$ cat src/rtl/peripheral_bus_responder_if.sv
// Data-memory port bundle between the MIPS datapath (master) and the
// peripheral responder (slave).
interface peripheral_bus_responder_if;
  logic        MemRd;
  logic        MemWr;
  logic [31:0] Addr;
  logic [31:0] WriteData;
  logic [31:0] ReadData;

  modport master (
    output MemRd, MemWr, Addr, WriteData,
    input  ReadData
  );

  modport slave (
    input  MemRd, MemWr, Addr, WriteData,
    output ReadData
  );
endinterface

$ cat src/rtl/peripheral_bus_responder.sv
// Memory-mapped timer/LED/switch/digit/systick block on the data-memory port
// of the single-cycle MIPS core; reads are combinational, writes land on clk.
module peripheral_bus_responder #(
  parameter logic [31:0] BASE_ADDR = 32'h4000_0000,
  parameter int unsigned TIMER_W   = 32
) (
  input  logic                             clk,
  input  logic                             reset,
  peripheral_bus_responder_if.slave        bus,
  output logic [7:0]                       led,
  input  logic [7:0]                       switch,
  output logic [11:0]                      digi,
  output logic                             irqout
);

  typedef enum logic [2:0] {
    REG_TH      = 3'd0,
    REG_TL      = 3'd1,
    REG_TCON    = 3'd2,
    REG_LED     = 3'd3,
    REG_SWITCH  = 3'd4,
    REG_DIGI    = 3'd5,
    REG_SYSTICK = 3'd6
  } reg_sel_e;

  localparam logic [TIMER_W-1:0] TL_ONE = TIMER_W'(1);

  logic [TIMER_W-1:0] th_q, th_d;
  logic [TIMER_W-1:0] tl_q, tl_d;
  logic [2:0]         tcon_q, tcon_d;
  logic [7:0]         led_q, led_d;
  logic [11:0]        digi_q, digi_d;
  logic [31:0]        systick_q, systick_d;

  reg_sel_e sel;
  logic     hit;
  logic     wr_en;
  logic     overflow;

  // Word 7 (offset 0x1C) lies inside the 32-byte window but is unmapped.
  assign sel   = reg_sel_e'(bus.Addr[4:2]);
  assign hit   = (bus.Addr[31:5] == BASE_ADDR[31:5]) &&
                 (bus.Addr[1:0] == 2'b00) &&
                 (bus.Addr[4:2] != 3'd7);
  assign wr_en = bus.MemWr && hit;

  always_comb begin
    // NOTE: every output of a combinational block gets a default first so no
    // path leaves it unassigned, which would infer a latch.
    bus.ReadData = 32'h0;
    if (bus.MemRd && hit) begin
      case (sel)
        REG_TH:      bus.ReadData = 32'(th_q);
        REG_TL:      bus.ReadData = 32'(tl_q);
        REG_TCON:    bus.ReadData = {29'h0, tcon_q};
        REG_LED:     bus.ReadData = {24'h0, led_q};
        REG_SWITCH:  bus.ReadData = {24'h0, switch};
        REG_DIGI:    bus.ReadData = {20'h0, digi_q};
        REG_SYSTICK: bus.ReadData = systick_q;
        default:     bus.ReadData = 32'h0;
      endcase
    end
  end

  always_comb begin
    th_d      = th_q;
    tl_d      = tl_q;
    tcon_d    = tcon_q;
    led_d     = led_q;
    digi_d    = digi_q;
    systick_d = systick_q + 32'd1;

    overflow = tcon_q[0] && (tl_q == '1);
    if (tcon_q[0]) begin
      tl_d = overflow ? th_q : tl_q + TL_ONE;
    end

    // CPU writes override the timer step; a reload above already used old TH.
    if (wr_en) begin
      case (sel)
        REG_TH:   th_d   = bus.WriteData[TIMER_W-1:0];
        REG_TL:   tl_d   = bus.WriteData[TIMER_W-1:0];
        REG_TCON: tcon_d = bus.WriteData[2:0];
        REG_LED:  led_d  = bus.WriteData[7:0];
        REG_DIGI: digi_d = bus.WriteData[11:0];
        default:  ;
      endcase
    end

    // Overflow status wins over a same-cycle CPU clear so no interrupt is lost.
    if (overflow && tcon_q[1]) begin
      tcon_d[2] = 1'b1;
    end
  end

  always_ff @(posedge clk) begin
    // NOTE: sequential state uses non-blocking assignments so every register
    // samples the pre-edge value of every other register.
    if (reset) begin
      th_q      <= '0;
      tl_q      <= '0;
      tcon_q    <= 3'b000;
      led_q     <= 8'h00;
      digi_q    <= 12'h000;
      systick_q <= 32'h0;
    end else begin
      th_q      <= th_d;
      tl_q      <= tl_d;
      tcon_q    <= tcon_d;
      led_q     <= led_d;
      digi_q    <= digi_d;
      systick_q <= systick_d;
    end
  end

  assign led    = led_q;
  assign digi   = digi_q;
  assign irqout = tcon_q[2] & tcon_q[1];

endmodule
$ cat src/flat_wrapper.sv
// flat-port wrapper written by rule: the top's interface ports become plain ports
module peripheral_bus_responder_flat 
#(
  parameter logic [31:0] BASE_ADDR = 32'h4000_0000,
  parameter int unsigned TIMER_W   = 32
)
  (clk, reset, led, switch, digi, irqout, bus_MemRd, bus_MemWr, bus_Addr, bus_WriteData, bus_ReadData);
  peripheral_bus_responder_if bus_i ();
  input  logic clk;
  input  logic reset;
  output logic [7:0] led;
  input  logic [7:0] switch;
  output logic [11:0] digi;
  output logic irqout;
  input wire logic [$bits(bus_i.MemRd)-1:0] bus_MemRd;
  input wire logic [$bits(bus_i.MemWr)-1:0] bus_MemWr;
  input wire logic [$bits(bus_i.Addr)-1:0] bus_Addr;
  input wire logic [$bits(bus_i.WriteData)-1:0] bus_WriteData;
  output wire logic [$bits(bus_i.ReadData)-1:0] bus_ReadData;
  assign bus_i.MemRd = bus_MemRd;
  assign bus_i.MemWr = bus_MemWr;
  assign bus_i.Addr = bus_Addr;
  assign bus_i.WriteData = bus_WriteData;
  assign bus_ReadData = bus_i.ReadData;
  peripheral_bus_responder #(.BASE_ADDR(BASE_ADDR), .TIMER_W(TIMER_W)) u_core (.clk(clk), .reset(reset), .bus(bus_i), .led(led), .switch(switch), .digi(digi), .irqout(irqout));
endmodule
$ cat config.mk
export PLATFORM = sky130hd
export DESIGN_NAME = peripheral_bus_responder_flat
export DESIGN_NICKNAME = d
export VERILOG_FILES = /design/src/rtl/peripheral_bus_responder_if.sv /design/src/rtl/peripheral_bus_responder.sv /design/src/flat_wrapper.sv
export SDC_FILE = /design/constraint.sdc
export NUM_CORES = 1
export LEC_CHECK = 0
export CAP_MARGIN = 20
export CORE_UTILIZATION = 57
export DETAILED_ROUTE_END_ITERATION = 8
export PLACE_DENSITY = 0.86
export SYNTH_ARGS = -nofsm -noshare
export SYNTH_HDL_FRONTEND = slang
export SYNTH_SLANG_ARGS = --single-unit
export TNS_END_PERCENT = 20
$ cat constraint.sdc
create_clock -name clk -period 7.6 [get_ports clk]
set_clock_uncertainty 0.1 [all_clocks]
set_input_delay 0.76 -clock clk [delete_from_list [all_inputs] [get_ports clk]]
set_output_delay 0.76 -clock clk [all_outputs]
set_load 0.05 [all_outputs]
==> results.yml <==
yosys:
  synth_warnings: 0
  synth.most_common_cell: "nand2_1"
  netlist_instances: 928
  synthTopCellsByCount: "157 x nand2_1, 126 x nor2_1, 119 x dfxtp_1"
  ys_ff_latch: 119
  synth-edff-count: 0
  synth_top_area_frac: 0.3484
  synth_area_leader_cell: "dfxtp_1"
  syn_area_per_cell_um2: 7.368
  syn_area_um2: 6838
  syn_nets: 1006
  yosysSeqAreaShare: 0.3484
  synth_area_leaders: "dfxtp_1 35%, nand2_1 8.6%, a21oi_1 8.1%"
  ys_types: 61
  ys_dominant_reg_cell: "dfxtp_1"
  async_reset_ff_frac: 0
cts:
  ctsHtreeMaxLevel: 4
  hold_buffers: 0
  insertion_delay_ns: 0.42
  cts_root_buf: "clkbuf_16"
  clockBufferDepth: 2
  cts_tree: "built"
  post-cts-setup-buffers: 0
  clkSinkCount: 119
  cts.repair.resized: 0
  cts_buffers: 17
  clk_pin_slew_worst_paths_ns: 0.05
route:
  drt.antenna.violating_nets: 0
  drtPass1Iterations: 9
  route.detailed.wl_per_inst_um: 18.33
  viasPerCell: 6.184
  drc: 4
  vias: 7242
  drtIter0Drc: 859
  routed_wl_mm: 21.46
die:
  chipWidth_um: 111.5
  die_y_um: 111.5
  start_util: 0.5913
  die-area_um2: 12440
  placeableCoreArea_um2: 11560
  fp-row-count: 39
  io-pin-count: 129
placed_design:
  place.gp.congestion: 0.9275
  numPortBuffers: 128
  dpl.hpwl_mm: 14.23
  dp_slack_ns: 2.794
sta:
  fmax_mhz: 211.7
  tightest_slew_ns: 1.011
  relSlewSlack: 0.3261
  tns_ns: 0
  finalHoldViolCount: 0
  post-route-period-util: 0.6215
  setup_violations: 0
  setup_ws_ns: 2.877
  min_period_ns: 4.723
  rsz0062_at_grt: "no"
  final-max-slew-violation-count: 0
setup_path:
  crit_type: "in2out"
  startpoint_type: "input pin"
  worst_r2r_path_depth: 7
  cp_max_fo: 33
  r2r-end: "u_core.tl_q[27]"
  arrival_ns: 3.86
  ff2ff_setup_slack_ns: 4.17
  end_kind: "output pin"
  required_ns: 6.74
  worstReg2RegStart: "u_core.tl_q[0]"
grt:
  gr-usage-met2: 0.5167
  antenna_found_initial: 0
  grt.met1_usage: 0.4832
  grt_pass1_vias: 6518
  gr-usage-met3: 0.09472
  grtUsageTotal: 0.3465
  top_usage_layer: "met2"
  grt_max_degree: 67
  grt_pass1_wl_mm: 34.11
  grt_overflow: 0
power:
  vdd_drop_max_v: 0.0001637
  pwr_density_cell_nw_per_um2: 172.4
  p_leak_nw: 2.797
hold_path:
  hold_path_end: "u_core.led[6]"
  hold_path_depth: 2
  hp-start: "u_core.led[6]"
  hp-class: "reg2reg"
final_layout:
  drive_above_1_share: 0.06615
  diodes: 0
  synthToLayoutAreaGrowth_pct: 27.12
  finalNetCount: 1093
status:
  violations: "design-rule violations"
  status: "complete, but fails checks"
job:
  cap_violations: 0
final cells by class:
class | instances | area [um^2]
clock buffers | 19 | 442.9
fillers | 887 | 2873
multi-input cells | 723 | 4119
flip-flops and latches | 119 | 2382
clock inverters | 13 | 131.4
repair buffers | 139 | 1381
inverters | 15 | 56.30
well taps | 143 | 178.9
cells in the final DEF, fill, tap and decap left out, types with 11 or more instances in the layout:
master           synthesis  routed
nand3_1                 29      29
mux2i_1                 14      14
nor3_1                  19      19
clkbuf_16                0      17
a211oi_1                12      12
xor2_1                  22      22
inv_1                   15      15
xnor2_1                 30      30
nor2_1                 126     125
a21oi_1                111     111
nand2_1                157     157
nor4_1                  12      12
o21ai_0                 21      21
buf_4                    2      11
a22oi_1                 25      25
clkdlybuf4s50_1          0     127
dfxtp_1                119     119
nand4_1                 15      15
logic make-up (layout without fill, tap and decap cells):
group	Yosys count	count (layout)	share of synthesized area
simple gates	419	419	0.2849
buf+inv	86	186	0.05123
compound gates	221	221	0.1976
flops	119	119	0.3484
fa+ha+maj	2	2	0.003659
xor+xnor	53	53	0.06898
mux	28	28	0.04520
where the power goes:
| group | switching, W | internal (W) |
|---|---|---|
| Sequential | 0.00000231 | 0.000625 |
| Combinational | 0.0000441 | 0.0000447 |
| Clock | 0.000295 | 0.000487 |
layer usage:
layer | vias up | wire (um)
li1 | 3406 | -
met1 | 3353 | 9061
met2 | 446 | 9603
met3 | 37 | 2523
met4 | 0 | 272
met5 | - | 0
worst max-delay path by stage:
| stage | startpoint | to | cells after the start |
|---|---|---|---|
| 2_1_floorplan | bus_Addr[4] | bus_ReadData[5] | 5 |
| 3_3_place_gp | bus_Addr[2] | bus_ReadData[5] | 8 |
| 3_5_place_dp | bus_Addr[2] | bus_ReadData[5] | 8 |
| 4_1_cts | bus_Addr[2] | bus_ReadData[5] | 8 |
| 5_1_grt | bus_Addr[4] | bus_ReadData[14] | 8 |
| 6_report | bus_Addr[4] | bus_ReadData[21] | 8 |
stage by stage:
step                      std cells  instance area, um^2    util  total power (W)  hold slack, ns
after global placement         1138                 8090  0.6996        0.0007276          0.3539
after CTS                      1170                 8665  0.7492         0.001498          0.3689
final                          1171                 8692  0.7516         0.001499          0.3713
after global routing           1171                 8692  0.7516         0.001539          0.3946
after detailed placement       1138                 8090  0.6996        0.0007280          0.3649
after floorplan                 928                 6838       -        0.0006744          0.3394
registers in the layout, summed over array words and instances (netlist names):
register and flops:
u_core.digi 12, u_core.led 8, u_core.systick_q 32, u_core.tl_q 32, u_core.tcon_q 3, u_core.th_q 32
worst max-delay path, stage by stage:
cell	delay, ns
clkdlybuf4s50_1	0.45
buf_4	0.35
and2_1	0.86
a22oi_1	0.21
nor2_1	0.16
a21oi_1	0.07
nor2_1	0.15
clkdlybuf4s50_1	0.82
Power figures use the tool's default switching activity.
